<file path="src/rtl/bus_int_ack.sv">
// Interrupt acknowledge sequencer: grants the winning level at an instruction boundary,
// captures the device vector and hands a trap request to the CPU. Optional: INT_TIMEOUT_EN.
module bus_int_ack #(
    parameter int TIMEOUT = 16,
    parameter int TCW     = 5
) (
    input  logic       clk,
    input  logic       reset,
    input  logic       result,
    input  logic [7:0] winner,
    input  logic       cpu_int_ok,
    input  logic       int_ack,
    input  logic [8:0] int_vector,
    input  logic       trap_ack,
    output logic [7:0] int_grant,
    output logic       trap_req,
    output logic [8:0] trap_vector,
    output logic [2:0] trap_ipl,
    output logic       busy,
    output logic       timeout_err
);

    typedef enum logic [1:0] {IDLE = 2'd0, GRANT = 2'd1, PRESENT = 2'd2} state_t;

    state_t     state_r, state_s;
    logic [7:0] grant_r, grant_s;
    logic       req_r, req_s;
    logic [8:0] vec_r, vec_s;
    logic [2:0] ipl_r, ipl_s;
    logic       busy_r, busy_s;
    logic       terr_r, terr_s;
    logic       start_s;
    logic       tmo_s;
    logic       unused_vec_s;

    // Binary index of the highest set bit of the one-hot winner.
    function automatic logic [2:0] enc_level(input logic [7:0] w);
        logic [2:0] lvl;
        lvl = 3'd0;
        for (int i = 0; i < 8; i++) begin
            if (w[i]) begin
                lvl = 3'(i);
            end else begin
                lvl = lvl;
            end
        end
        return lvl;
    endfunction

    assign unused_vec_s = ^int_vector[1:0];

    // Grant qualification sampled only in IDLE.
    always_comb begin
        start_s = result && cpu_int_ok && (winner != 8'h00);
    end

`ifdef INT_TIMEOUT_EN
    logic [TCW-1:0] cnt_r, cnt_s;

    // Release fires on the GRANT cycle where the counter would reach TIMEOUT; an ack wins.
    always_comb begin
        tmo_s = (state_r == GRANT) && !int_ack && (cnt_r == TCW'(TIMEOUT - 1));
    end

    // Counter next value: count unanswered GRANT cycles, clear otherwise.
    always_comb begin
        if ((state_r == GRANT) && !int_ack && !tmo_s) begin
            cnt_s = cnt_r + TCW'(1);
        end else begin
            cnt_s = {TCW{1'b0}};
        end
    end

    // Timeout counter register.
    always_ff @(posedge clk or posedge reset) begin
        if (reset) begin
            cnt_r <= {TCW{1'b0}};
        end else begin
            cnt_r <= cnt_s;
        end
    end
`else
    logic [31:0] unused_cfg_s;
    assign unused_cfg_s = 32'(TIMEOUT) ^ 32'(TCW);

    // Without the timeout feature a grant is held until the device answers.
    always_comb begin
        tmo_s = 1'b0;
    end
`endif

    // State and output registers.
    always_ff @(posedge clk or posedge reset) begin
        if (reset) begin
            state_r <= IDLE;
            grant_r <= 8'h00;
            req_r   <= 1'b0;
            vec_r   <= 9'd0;
            ipl_r   <= 3'd0;
            busy_r  <= 1'b0;
            terr_r  <= 1'b0;
        end else begin
            state_r <= state_s;
            grant_r <= grant_s;
            req_r   <= req_s;
            vec_r   <= vec_s;
            ipl_r   <= ipl_s;
            busy_r  <= busy_s;
            terr_r  <= terr_s;
        end
    end

    // Next-state logic; PRESENT always returns through IDLE.
    always_comb begin
        state_s = state_r;
        case (state_r)
            IDLE:    if (start_s)  state_s = GRANT;   else state_s = IDLE;
            GRANT:   if (int_ack)  state_s = PRESENT;
                     else if (tmo_s) state_s = IDLE;
                     else state_s = GRANT;
            PRESENT: if (trap_ack) state_s = IDLE;    else state_s = PRESENT;
            default: state_s = IDLE;
        endcase
    end

    // Next values of the registered outputs.
    always_comb begin
        grant_s = grant_r;
        req_s   = req_r;
        vec_s   = vec_r;
        ipl_s   = ipl_r;
        terr_s  = 1'b0;
        busy_s  = (state_s != IDLE);
        case (state_r)
            IDLE: begin
                if (start_s) begin
                    grant_s = winner;
                    ipl_s   = enc_level(winner);
                end else begin
                    grant_s = grant_r;
                end
            end
            GRANT: begin
                if (int_ack) begin
                    vec_s   = {int_vector[8:2], 2'b00};
                    grant_s = 8'h00;
                    req_s   = 1'b1;
                end else if (tmo_s) begin
                    grant_s = 8'h00;
                    terr_s  = 1'b1;
                end else begin
                    grant_s = grant_r;
                end
            end
            PRESENT: begin
                if (trap_ack) begin
                    req_s = 1'b0;
                end else begin
                    req_s = 1'b1;
                end
            end
            default: begin
                grant_s = 8'h00;
                req_s   = 1'b0;
                vec_s   = 9'd0;
                ipl_s   = 3'd0;
            end
        endcase
    end

    assign int_grant   = grant_r;
    assign trap_req    = req_r;
    assign trap_vector = vec_r;
    assign trap_ipl    = ipl_r;
    assign busy        = busy_r;
    assign timeout_err = terr_r;

endmodule

</file>
<file path="config.mk">
export PLATFORM = sky130hd
export DESIGN_NAME = bus_int_ack
export DESIGN_NICKNAME = d
export VERILOG_FILES = /design/src/rtl/bus_int_ack.sv
export SDC_FILE = /design/constraint.sdc
export NUM_CORES = 1
export LEC_CHECK = 0
export ABC_CLOCK_PERIOD_IN_PS = 1700
export CAP_MARGIN = 25
export CORE_MARGIN = 4
export CORE_UTILIZATION = 25
export CTS_CLUSTER_DIAMETER = 120
export CTS_CLUSTER_SIZE = 30
export DETAILED_ROUTE_END_ITERATION = 10
export GPL_TIMING_DRIVEN = 0
export PLACE_DENSITY = 0.5
export SYNTH_ARGS = -nofsm -noshare
export SYNTH_HDL_FRONTEND = slang
export SYNTH_SLANG_ARGS = --single-unit
export TNS_END_PERCENT = 1
</file>
<file path="constraint.sdc">
create_clock -name clk -period 1.7 [get_ports clk]
set_input_delay 0.17 -clock clk [delete_from_list [all_inputs] [get_ports clk]]
set_output_delay 0.17 -clock clk [all_outputs]
set_load 0.02 [all_outputs]
</file>
==> results.ini, run 1 <==
[power_and_ir_drop]
seqPwrFrac = 0.323
p_int_uw = 1690
p_sw_uw = 998
p_clk_frac = 0.181
comb_power_share = 0.495
vdd_drop_max_mv = 0.503
cellLeakagePower_uw = 0.000717
swShare = 0.372
total_power_uw = 2680
p_per_area_mw_per_mm2 = 1580

[grt]
overflow = 0
antenna_found_initial = 0
grt_pass1_wl_um = 4630
grt_max_degree = 23
grt_pass1_vias = 1015
track_usage = 0.107

[worst_setup_path]
critPathMaxStageDelay_ns = 0.53
path_class = primary input to flip-flop
start_kind = primary input
cp_num_cells = 5
cp_max_fo = 8
critPathTopFamily = compound AO/OA/AOI/OAI gates
r2r_start = state_r[1]$_DFF_PP0_
cp-end-kind = flip-flop
cp.required_ns = 1.85
crit_chain = clkdlybuf4s50_1 -> nor4_4 -> a21o_2 -> nor3_4 -> a22o_2
crit_buf_inv = 1
slowest_stage = clkdlybuf4s50_1
reg2reg_to = int_grant[0]$_DFFE_PP0P_
arrival_ns = 1.77
r2r_slack_ns = 0.09
reg2reg_depth = 6

[clock_tree]
cts_buffer_depth = 2
clk_latency_ns = 0.26
hold_buffers = 0
clock-sinks = 22
cts_inserted_buffers = 3
clkTransAtPathRegs_ns = 0.08
cts-root-buf = clkbuf_8
cts_tree = done
htreeDepth = 1

[route]
antenna_left = 0
wl_per_cell_um = 13.6
vias = 961
first_pass_iters = 4
drc = 0
routed_wl_um = 2870
via_per_inst = 4.55
drtIter0Drc = 74

[timing]
fin_ws_ns = 0.0814
max_freq_mhz = 618
worstMarginPinSlew_ns = 0.849
final-max-slew-violation-count = 0
slew_headroom = 0.434
skew_ns = 0.00181
finalSetupViolations = 0
layout_min_cycle_time_ns = 1.62
fin_crit_sh = 0.952
rsz0062_at_grt = yes
finalHoldViolCount = 0

[synth]
synthTopCellsByCount = 22 x dfrtp_1, 21 x nand2_1, 14 x o21ai_0
synth_cells = 113
synth_compound_area_frac = 0.227
ys_types = 30
synth_area_leader_cell = dfrtp_1
synth_mux_area_frac = 0
synth_area_leaders = dfrtp_1 49%, nand2_1 7.0%, o21ai_0 6.2%, a22o_2 4.4%, ha_1 4.4%
yosys_register_bits = 22
synth-simple-area-share = 0.183
syn-cell-area_sq_mm = 0.00113
synthXorXnorAreaFrac = 0
synth_seq_area_share = 0.489
synth-edff-count = 0
synth_top_family_by_area = compound AO/OA/AOI/OAI gates
avgSynthCellArea_sq_um = 9.97
post_synth_fa_ha_maj_area_fraction = 0.0444
async_reset_ff_frac = 1.00
synth_warnings = 0
synth-main-ff-cell = dfrtp_1
synth_top_area_share = 0.489
synth.most_common_cell = dfrtp_1

[cells_and_area]
layout.cells.non_filler = 211
finalInstanceArea_sq_mm = 0.00169
drive_gt1_frac = 0.164
final_util = 0.389
nNetsFinal = 187
syn_to_final_growth_pct = 50.4
diodes = 0
fillers = 435

[status]
status = finished, final reports clean

[placed_design]
io_buffers = 40
place_area_sq_mm = 0.00160
place_inst = 207
gp_congestion = 0.733
dp_worst_setup_slack_ns = -0.173
place.detailed.hpwl_um = 2240

[floorplanning]
start_util = 0.259
rows = 24
die_x_um = 75.1
pin_count = 46
core_sq_mm = 0.00435
die-area_sq_mm = 0.00564
dieHeight_um = 75.1

[min_path]
hp-class = primary input to asynchronous set/reset pin

[flow_run]
cap_violations = 0

[cells in the final DEF (no fill, tap or decap), drive strengths merged, types with 2 or more instances in the layout]
| master | instances |
|---|---|
| a21o | 3 |
| a21oi | 4 |
| a22o | 5 |
| a22oi | 4 |
| buf | 4 |
| clkbuf | 4 |
| clkdlybuf4s50 | 40 |
| conb | 3 |
| dfrtp | 22 |
| ha | 4 |
| inv | 8 |
| nand2 | 21 |
| nand3 | 2 |
| nor2 | 3 |
| nor2b | 2 |
| nor4 | 2 |
| o21ai | 15 |
| or3 | 2 |
[power groups by stage]
stage / clock network (uW) / registers, uW / logic, uW
floorplan: 0 / 1110 / 450
global placement: 0 / 874 / 1270
detailed placement: 0 / 881 / 1290
CTS: 503 / 873 / 1330
global route: 521 / 898 / 1450
finish: 487 / 868 / 1330
[repair_timing]
action | 4_1_cts | 5_1_grt
endpoints found under the setup margin | 12 | 16
setup buffers | 0 | 0
resized for setup | 4 | 5
[registers in the layout, indices dropped and copies added (netlist names)]
signal / count
int_grant: 8
trap_vector: 7
trap_ipl: 3
state_r: 2
busy: 1
trap_req: 1
[cells by family after synthesis]
logic type      count (synthesis)
buf+inv                        13
simple gates                   36
other cells                     1
fa+ha+maj                       4
flops                          22
compound gates                 37
[stage by stage]
stage                     hold WS (ns)  TNS, ns
after global routing             0.475   -0.165
final                            0.380        0
after detailed placement         0.488    -1.58
after floorplan                  0.159        0
after global placement           0.475    -1.21
after CTS                        0.416        0
[worst max-delay path by stage]
stage / startpoint / end / slack (ns)
6_report: winner[4] / int_grant[0]$_DFFE_PP0P_ / 0.08
5_1_grt: state_r[1]$_DFF_PP0_ / int_grant[4]$_DFFE_PP0P_ / -0.06
4_1_cts: state_r[0]$_DFF_PP0_ / trap_vector[2]$_DFFE_PP0P_ / 0.03
3_5_place_dp: winner[4] / int_grant[1]$_DFFE_PP0P_ / -0.17
3_3_place_gp: winner[4] / int_grant[7]$_DFFE_PP0P_ / -0.17
2_1_floorplan: state_r[1]$_DFF_PP0_ / int_grant[0]$_DFFE_PP0P_ / 0.14
[layout make-up]
type | instances | area, sq um | area share
plain buffers | 5 | 37.5 | 0.0222
repair buffers | 40 | 400 | 0.236
well taps | 52 | 65.1 | 0.0384
clock buffers | 3 | 41.3 | 0.0244
multi-input cells | 80 | 539 | 0.318
inverters | 8 | 30.0 | 0.0177
flip-flops and latches | 22 | 551 | 0.325
clock inverters | 1 | 30.0 | 0.0177
[metal layers]
metal	global-route usage	vias up	share of wire
met3	0.0160	2	0.066
met5	0	-	0
met4	0.0356	0	0.0094
met1	0.147	451	0.47
li1	-	479	-
met2	0.172	29	0.46
[worst register-to-register path, stage by stage (launching register included)]
cell	delay [ns]
dfrtp_1	0.38
inv_1	0.08
ha_1	0.19
nor2b_4	0.15
or2_4	0.26
a21o_2	0.23
a22o_2	0.21
(Power assumes the default switching activity.)
==> run 2, diff against run 1 <==
CORE_MARGIN = 3   (was 4)
==> results.ini, run 2 (synthesized netlist as in run 1, its figures left out) <==
[timing]
layout_min_cycle_time_ns = 1.61  ; -0.0115 ns
rsz0062_at_grt = yes
finalHoldViolCount = 0  ; unchanged
slew_headroom = 0.411  ; -0.0229
fin_ws_ns = 0.0929  ; +0.0115 ns
worstMarginPinSlew_ns = 0.883  ; +0.0343 ns
final-max-slew-violation-count = 0  ; unchanged
fin_crit_sh = 0.945  ; -0.00674
finalSetupViolations = 0  ; unchanged
skew_ns = 0.00509  ; +0.00328 ns
max_freq_mhz = 622  ; +0.71%

[route]
wl_per_cell_um = 13.6  ; +0.22%
drc = 0  ; unchanged
first_pass_iters = 4  ; unchanged
antenna_left = 0  ; unchanged
drtIter0Drc = 63  ; -15%
routed_wl_um = 2850  ; -0.73%
vias = 976  ; +1.6%
via_per_inst = 4.67  ; +2.5%

[cells_and_area]
syn_to_final_growth_pct = 48.2
diodes = 0  ; unchanged
largest_reg_flops = 8  ; unchanged
fillers = 413  ; -5.1%
nNetsFinal = 187  ; unchanged
final_cell_mix = 40 x clkdlybuf4s50_1, 22 x dfrtp_1, 21 x nand2_1
drive_gt1_frac = 0.164  ; unchanged
finalInstanceArea_sq_mm = 0.00167  ; -1.5%
final_common_cell = clkdlybuf4s50_1
layout.cells.non_filler = 209  ; -0.95%

[grt]
grt_pass1_vias = 1036  ; +2.1%
grt_max_degree = 23  ; unchanged
track_usage = 0.115  ; +0.00785
overflow = 0  ; unchanged
grt_pass1_wl_um = 4830  ; +4.3%
antenna_found_initial = 0  ; unchanged

[worst_setup_path]
slowest_stage = dfrtp_1
arrival_ns = 1.76  ; about the same
r2r_start = state_r[1]$_DFF_PP0_
cp.required_ns = 1.86  ; about the same
reg2reg_depth = 6  ; unchanged
crit_buf_inv = 1  ; unchanged
r2r_slack_ns = 0.09  ; about the same
critPathMaxStageDelay_ns = 0.38  ; -0.15 ns
critPathTopFamily = compound AO/OA/AOI/OAI gates
path_class = flip-flop to flip-flop
cp-end-kind = flip-flop
start_kind = flip-flop
reg2reg_to = int_grant[1]$_DFFE_PP0P_
crit_chain = inv_1 -> ha_1 -> nor2b_4 -> or2_4 -> a21o_2 -> a22o_2
cp_max_fo = 5  ; -3

[clock_tree]
post_cts_buffers = 0  ; unchanged
clkTransAtPathRegs_ns = 0.08  ; about the same
cts_tree = done
cts-root-buf = clkbuf_8
htreeDepth = 1  ; unchanged
clk_latency_ns = 0.27  ; about the same
cts_inserted_buffers = 3  ; unchanged
cts_buffer_depth = 2  ; unchanged
clock-sinks = 22  ; unchanged

[placed_design]
io_buffers = 40  ; unchanged
dp_worst_setup_slack_ns = -0.160  ; +0.0122 ns
gp_congestion = 0.736  ; +0.41%
place_area_sq_mm = 0.00160  ; -0.16%
place_inst = 205  ; -0.97%
place.detailed.hpwl_um = 2220  ; -0.93%

[floorplanning]
dieHeight_um = 73.1  ; -2.7%
core_sq_mm = 0.00417  ; -4.2%
die-area_sq_mm = 0.00535  ; -5.3%
die_x_um = 73.1  ; -2.7%
start_util = 0.270  ; +0.0112
pin_count = 46  ; unchanged
rows = 23  ; -4.2%

[power_and_ir_drop]
p_per_area_mw_per_mm2 = 1540  ; -3.0%
cellLeakagePower_uw = 0.000707  ; -1.4%
vdd_drop_max_mv = 0.660  ; +31%

[min_path]
hp-class = primary input to asynchronous set/reset pin

[flow_run]
cap_violations = 0  ; unchanged

[status]
status = finished, final reports clean

## run 2: worst max path at each step
stage,startpoint,end,cells past startpoint
2_1_floorplan,state_r[1]$_DFF_PP0_,int_grant[0]$_DFFE_PP0P_,6
3_5_place_dp,winner[3],int_grant[1]$_DFFE_PP0P_,5
5_1_grt,state_r[1]$_DFF_PP0_,int_grant[4]$_DFFE_PP0P_,6
4_1_cts,state_r[1]$_DFF_PP0_,int_grant[1]$_DFFE_PP0P_,6
3_3_place_gp,winner[4],int_grant[6]$_DFFE_PP0P_,5
6_report,state_r[1]$_DFF_PP0_,int_grant[1]$_DFFE_PP0P_,6
## run 2: layout make-up
type	instances	area [sq um]	area share
Clock buffer	4	55.1	0.0330
Sequential cell	22	551	0.330
Inverter	8	30.0	0.0180
Timing Repair Buffer	40	400	0.240
Buffer	5	31.3	0.0187
Multi-Input combinational cell	80	539	0.323
Tap cell	50	62.6	0.0375
## run 2: power by group
part | switching [uW] | leakage [uW] | internal (uW)
combinational | 692 | 0.000386 | 625
clock | 177 | 0.0000288 | 207
sequential | 132 | 0.000293 | 734
total | 1000 | 0.000707 | 1570
## run 2: metrics by stage
stage / hold slack (ns) / TNS (ns) / power, uW / util
final: 0.386 / 0 / 2570 / 0.400
after global routing: 0.473 / -0.0470 / 2740 / 0.400
after CTS: 0.428 / 0 / 2570 / 0.397
after detailed placement: 0.476 / -1.43 / 2170 / 0.383
after global placement: 0.475 / -1.32 / 2150 / 0.383
after floorplan: 0.159 / 0 / 1560 / -
## run 2: per-layer routing
layer | wire (um) | part of all wire | vias up | GRT usage
li1 | - | - | 484 | -
met1 | 1310 | 0.46 | 448 | 0.151
met2 | 1260 | 0.44 | 39 | 0.184
met3 | 220 | 0.077 | 5 | 0.0207
met4 | 56 | 0.020 | 0 | 0.0492
met5 | 0 | 0 | - | 0
## run 2: timing repair
action	in CTS	in global routing
hold buffers	0	0
endpoints found under the setup margin	7	15
resized for setup	2	4
## run 2: worst reg2reg max path: stages, from the launching register on
cell and delay, ns:
dfrtp_1 0.38, inv_1 0.07, ha_1 0.20, nor2b_4 0.15, or2_4 0.26, a21o_2 0.23, a22o_2 0.21
==> run 3, diff against run 2 <==
CORE_UTILIZATION = 42   (was 25)
PLACE_DENSITY = 0.77   (was 0.5)
==> results.ini, run 3 (synthesized netlist as in run 1, its figures left out) <==
[placed_design]
io_buffers = 40  ; unchanged
place.detailed.hpwl_um = 2010  ; -9.8%
dp_worst_setup_slack_ns = -0.158  ; +0.00277 ns
gp_congestion = 0.751  ; +2.1%

[timing]
layout_min_cycle_time_ns = 1.61  ; +0.00414 ns
max_freq_mhz = 621  ; -0.26%
skew_ns = 0.00923  ; +0.00415 ns
worstMarginPinSlew_ns = 0.798  ; -0.0849 ns
slew_headroom = 0.467  ; +0.0567
fin_crit_sh = 0.948  ; +0.00243
final-max-slew-violation-count = 0  ; unchanged
finalSetupViolations = 0  ; unchanged
fin_ws_ns = 0.0887  ; -0.00414 ns
finalHoldViolCount = 0  ; unchanged

[floorplanning]
core_sq_mm = 0.00252  ; -40%
die-area_sq_mm = 0.00334  ; -38%
dieHeight_um = 57.8  ; -21%
pin_count = 46  ; unchanged
start_util = 0.446  ; +0.177
rows = 18  ; -22%
die_x_um = 57.8  ; -21%

[clock_tree]
cts_inserted_buffers = 3  ; unchanged
clkTransAtPathRegs_ns = 0.12  ; +0.04 ns
cts-root-buf = clkbuf_4
cts_tree = done
htreeDepth = 1  ; unchanged
cts_buffer_depth = 2  ; unchanged
clk_latency_ns = 0.31  ; +0.04 ns
hold_buffers = 0  ; unchanged
clock-sinks = 22  ; unchanged

[route]
antenna_left = 0  ; unchanged
drc = 0  ; unchanged
drtIter0Drc = 50  ; -21%
via_per_inst = 5.21  ; +12%
wl_per_cell_um = 13.9  ; +2.2%
first_pass_iters = 4  ; unchanged
routed_wl_um = 2640  ; -7.1%
vias = 990  ; +1.4%

[status]
status = finished, final reports clean

[cells_and_area]
nNetsFinal = 188  ; +0.53%
drive_gt1_frac = 0.169  ; +0.00523
largest_reg_flops = 8  ; unchanged
diodes = 0  ; unchanged
final_cell_mix = 40 x clkdlybuf4s50_1, 22 x dfrtp_1, 21 x nand2_1
final_common_cell = clkdlybuf4s50_1
syn_to_final_growth_pct = 47.6

[min_path]
hp-class = primary input to asynchronous set/reset pin

[grt]
grt_max_degree = 23  ; unchanged
overflow = 0  ; unchanged
track_usage = 0.167  ; +0.0522
grt_pass1_wl_um = 4390  ; -9.2%
grt_pass1_vias = 991  ; -4.3%
antenna_found_initial = 0  ; unchanged

[power_and_ir_drop]
cellLeakagePower_uw = 0.000713  ; +0.77%
total_power_uw = 2580  ; +0.46%
p_per_area_mw_per_mm2 = 1550  ; +0.91%
vdd_drop_max_mv = 0.906  ; +37%

[worst_setup_path]
cp-end-kind = flip-flop
path_class = flip-flop to flip-flop
cp.required_ns = 1.90  ; +0.04 ns
start_kind = flip-flop
cp_max_fo = 10  ; +5
arrival_ns = 1.81  ; +0.05 ns
crit_start = state_r[0]$_DFF_PP0_
r2r_start = state_r[0]$_DFF_PP0_

[flow_run]
cap_violations = 0  ; unchanged

==> run 3: cell types whose count changed in the layout (fill, tap and decap cells not counted), sizes merged <==
cell	previous run	this run
clkbuf	5	4
bufinv	0	1
buf	4	5
==> run 3: where the power goes <==
group	internal [uW]	leakage [uW]	switching, uW
sequential	732	0.000293	127
combinational	634	0.000392	690
clock	238	0.0000279	157
total	1600	0.000713	974
==> run 3: routing by layer <==
| metal | routed length (um) | up-vias | share of wire | global-route usage |
|---|---|---|---|---|
| li1 | - | 485 | - | - |
| met1 | 1210 | 469 | 0.46 | 0.212 |
| met2 | 1260 | 34 | 0.48 | 0.282 |
| met3 | 154 | 2 | 0.058 | 0.0468 |
| met4 | 17 | 0 | 0.0064 | 0.0397 |
| met5 | 0 | - | 0 | 0 |
==> run 3: area by class of cell <==
type | count | area [sq um]
Sequential cell | 22 | 551
Fill cell | 219 | 861
Clock buffer | 3 | 22.5
Tap cell | 30 | 37.5
Multi-Input combinational cell | 80 | 552
Inverter | 8 | 30.0
Clock inverter | 1 | 30.0
Buffer | 5 | 31.3
Timing Repair Buffer | 41 | 408
==> run 3: worst max-delay path: stages (launching register included) <==
cell and delay [ns]:
dfrtp_1 0.40, inv_1 0.08, ha_1 0.27, or3_4 0.43
buf_2 0.19, nand2_1 0.07, o21ai_0 0.07
==> run 3: timing repair <==
| item | 4_1_cts | 5_1_grt |
|---|---|---|
| gates resized for setup | 1 | 6 |
| buffers inserted | 0 | 1 |
| setup endpoints to repair | 7 | 14 |
==> run 3: per-stage QoR <==
stage | setup TNS (ns) | instances | area [sq um] | hold WS [ns] | utilization
after floorplan | 0 | 115 | 1130 | 0.159 | -
after global placement | -1.10 | 185 | 1570 | 0.469 | 0.623
after detailed placement | -1.17 | 185 | 1570 | 0.474 | 0.623
after CTS | 0 | 189 | 1630 | 0.326 | 0.644
after global routing | -0.00329 | 190 | 1660 | 0.368 | 0.659
final | 0 | 190 | 1660 | 0.292 | 0.659
==> run 3: final timing paths <==
path / end / slack, ns / cells past startpoint
setup reg to reg: trap_vector[5]$_DFFE_PP0P_ / 0.09 / 6
max in group asynchronous: trap_ipl[1]$_DFFE_PP0P_ / 0.90 / 2
min in group clk: trap_vector[8]$_DFFE_PP0P_ / 0.40 / 3
hold reg to reg: trap_vector[6]$_DFFE_PP0P_ / 0.50 / 2
setup / recovery: trap_vector[5]$_DFFE_PP0P_ / 0.09 / 6
hold / removal: trap_vector[8]$_DFFE_PP0P_ / 0.29 / 2
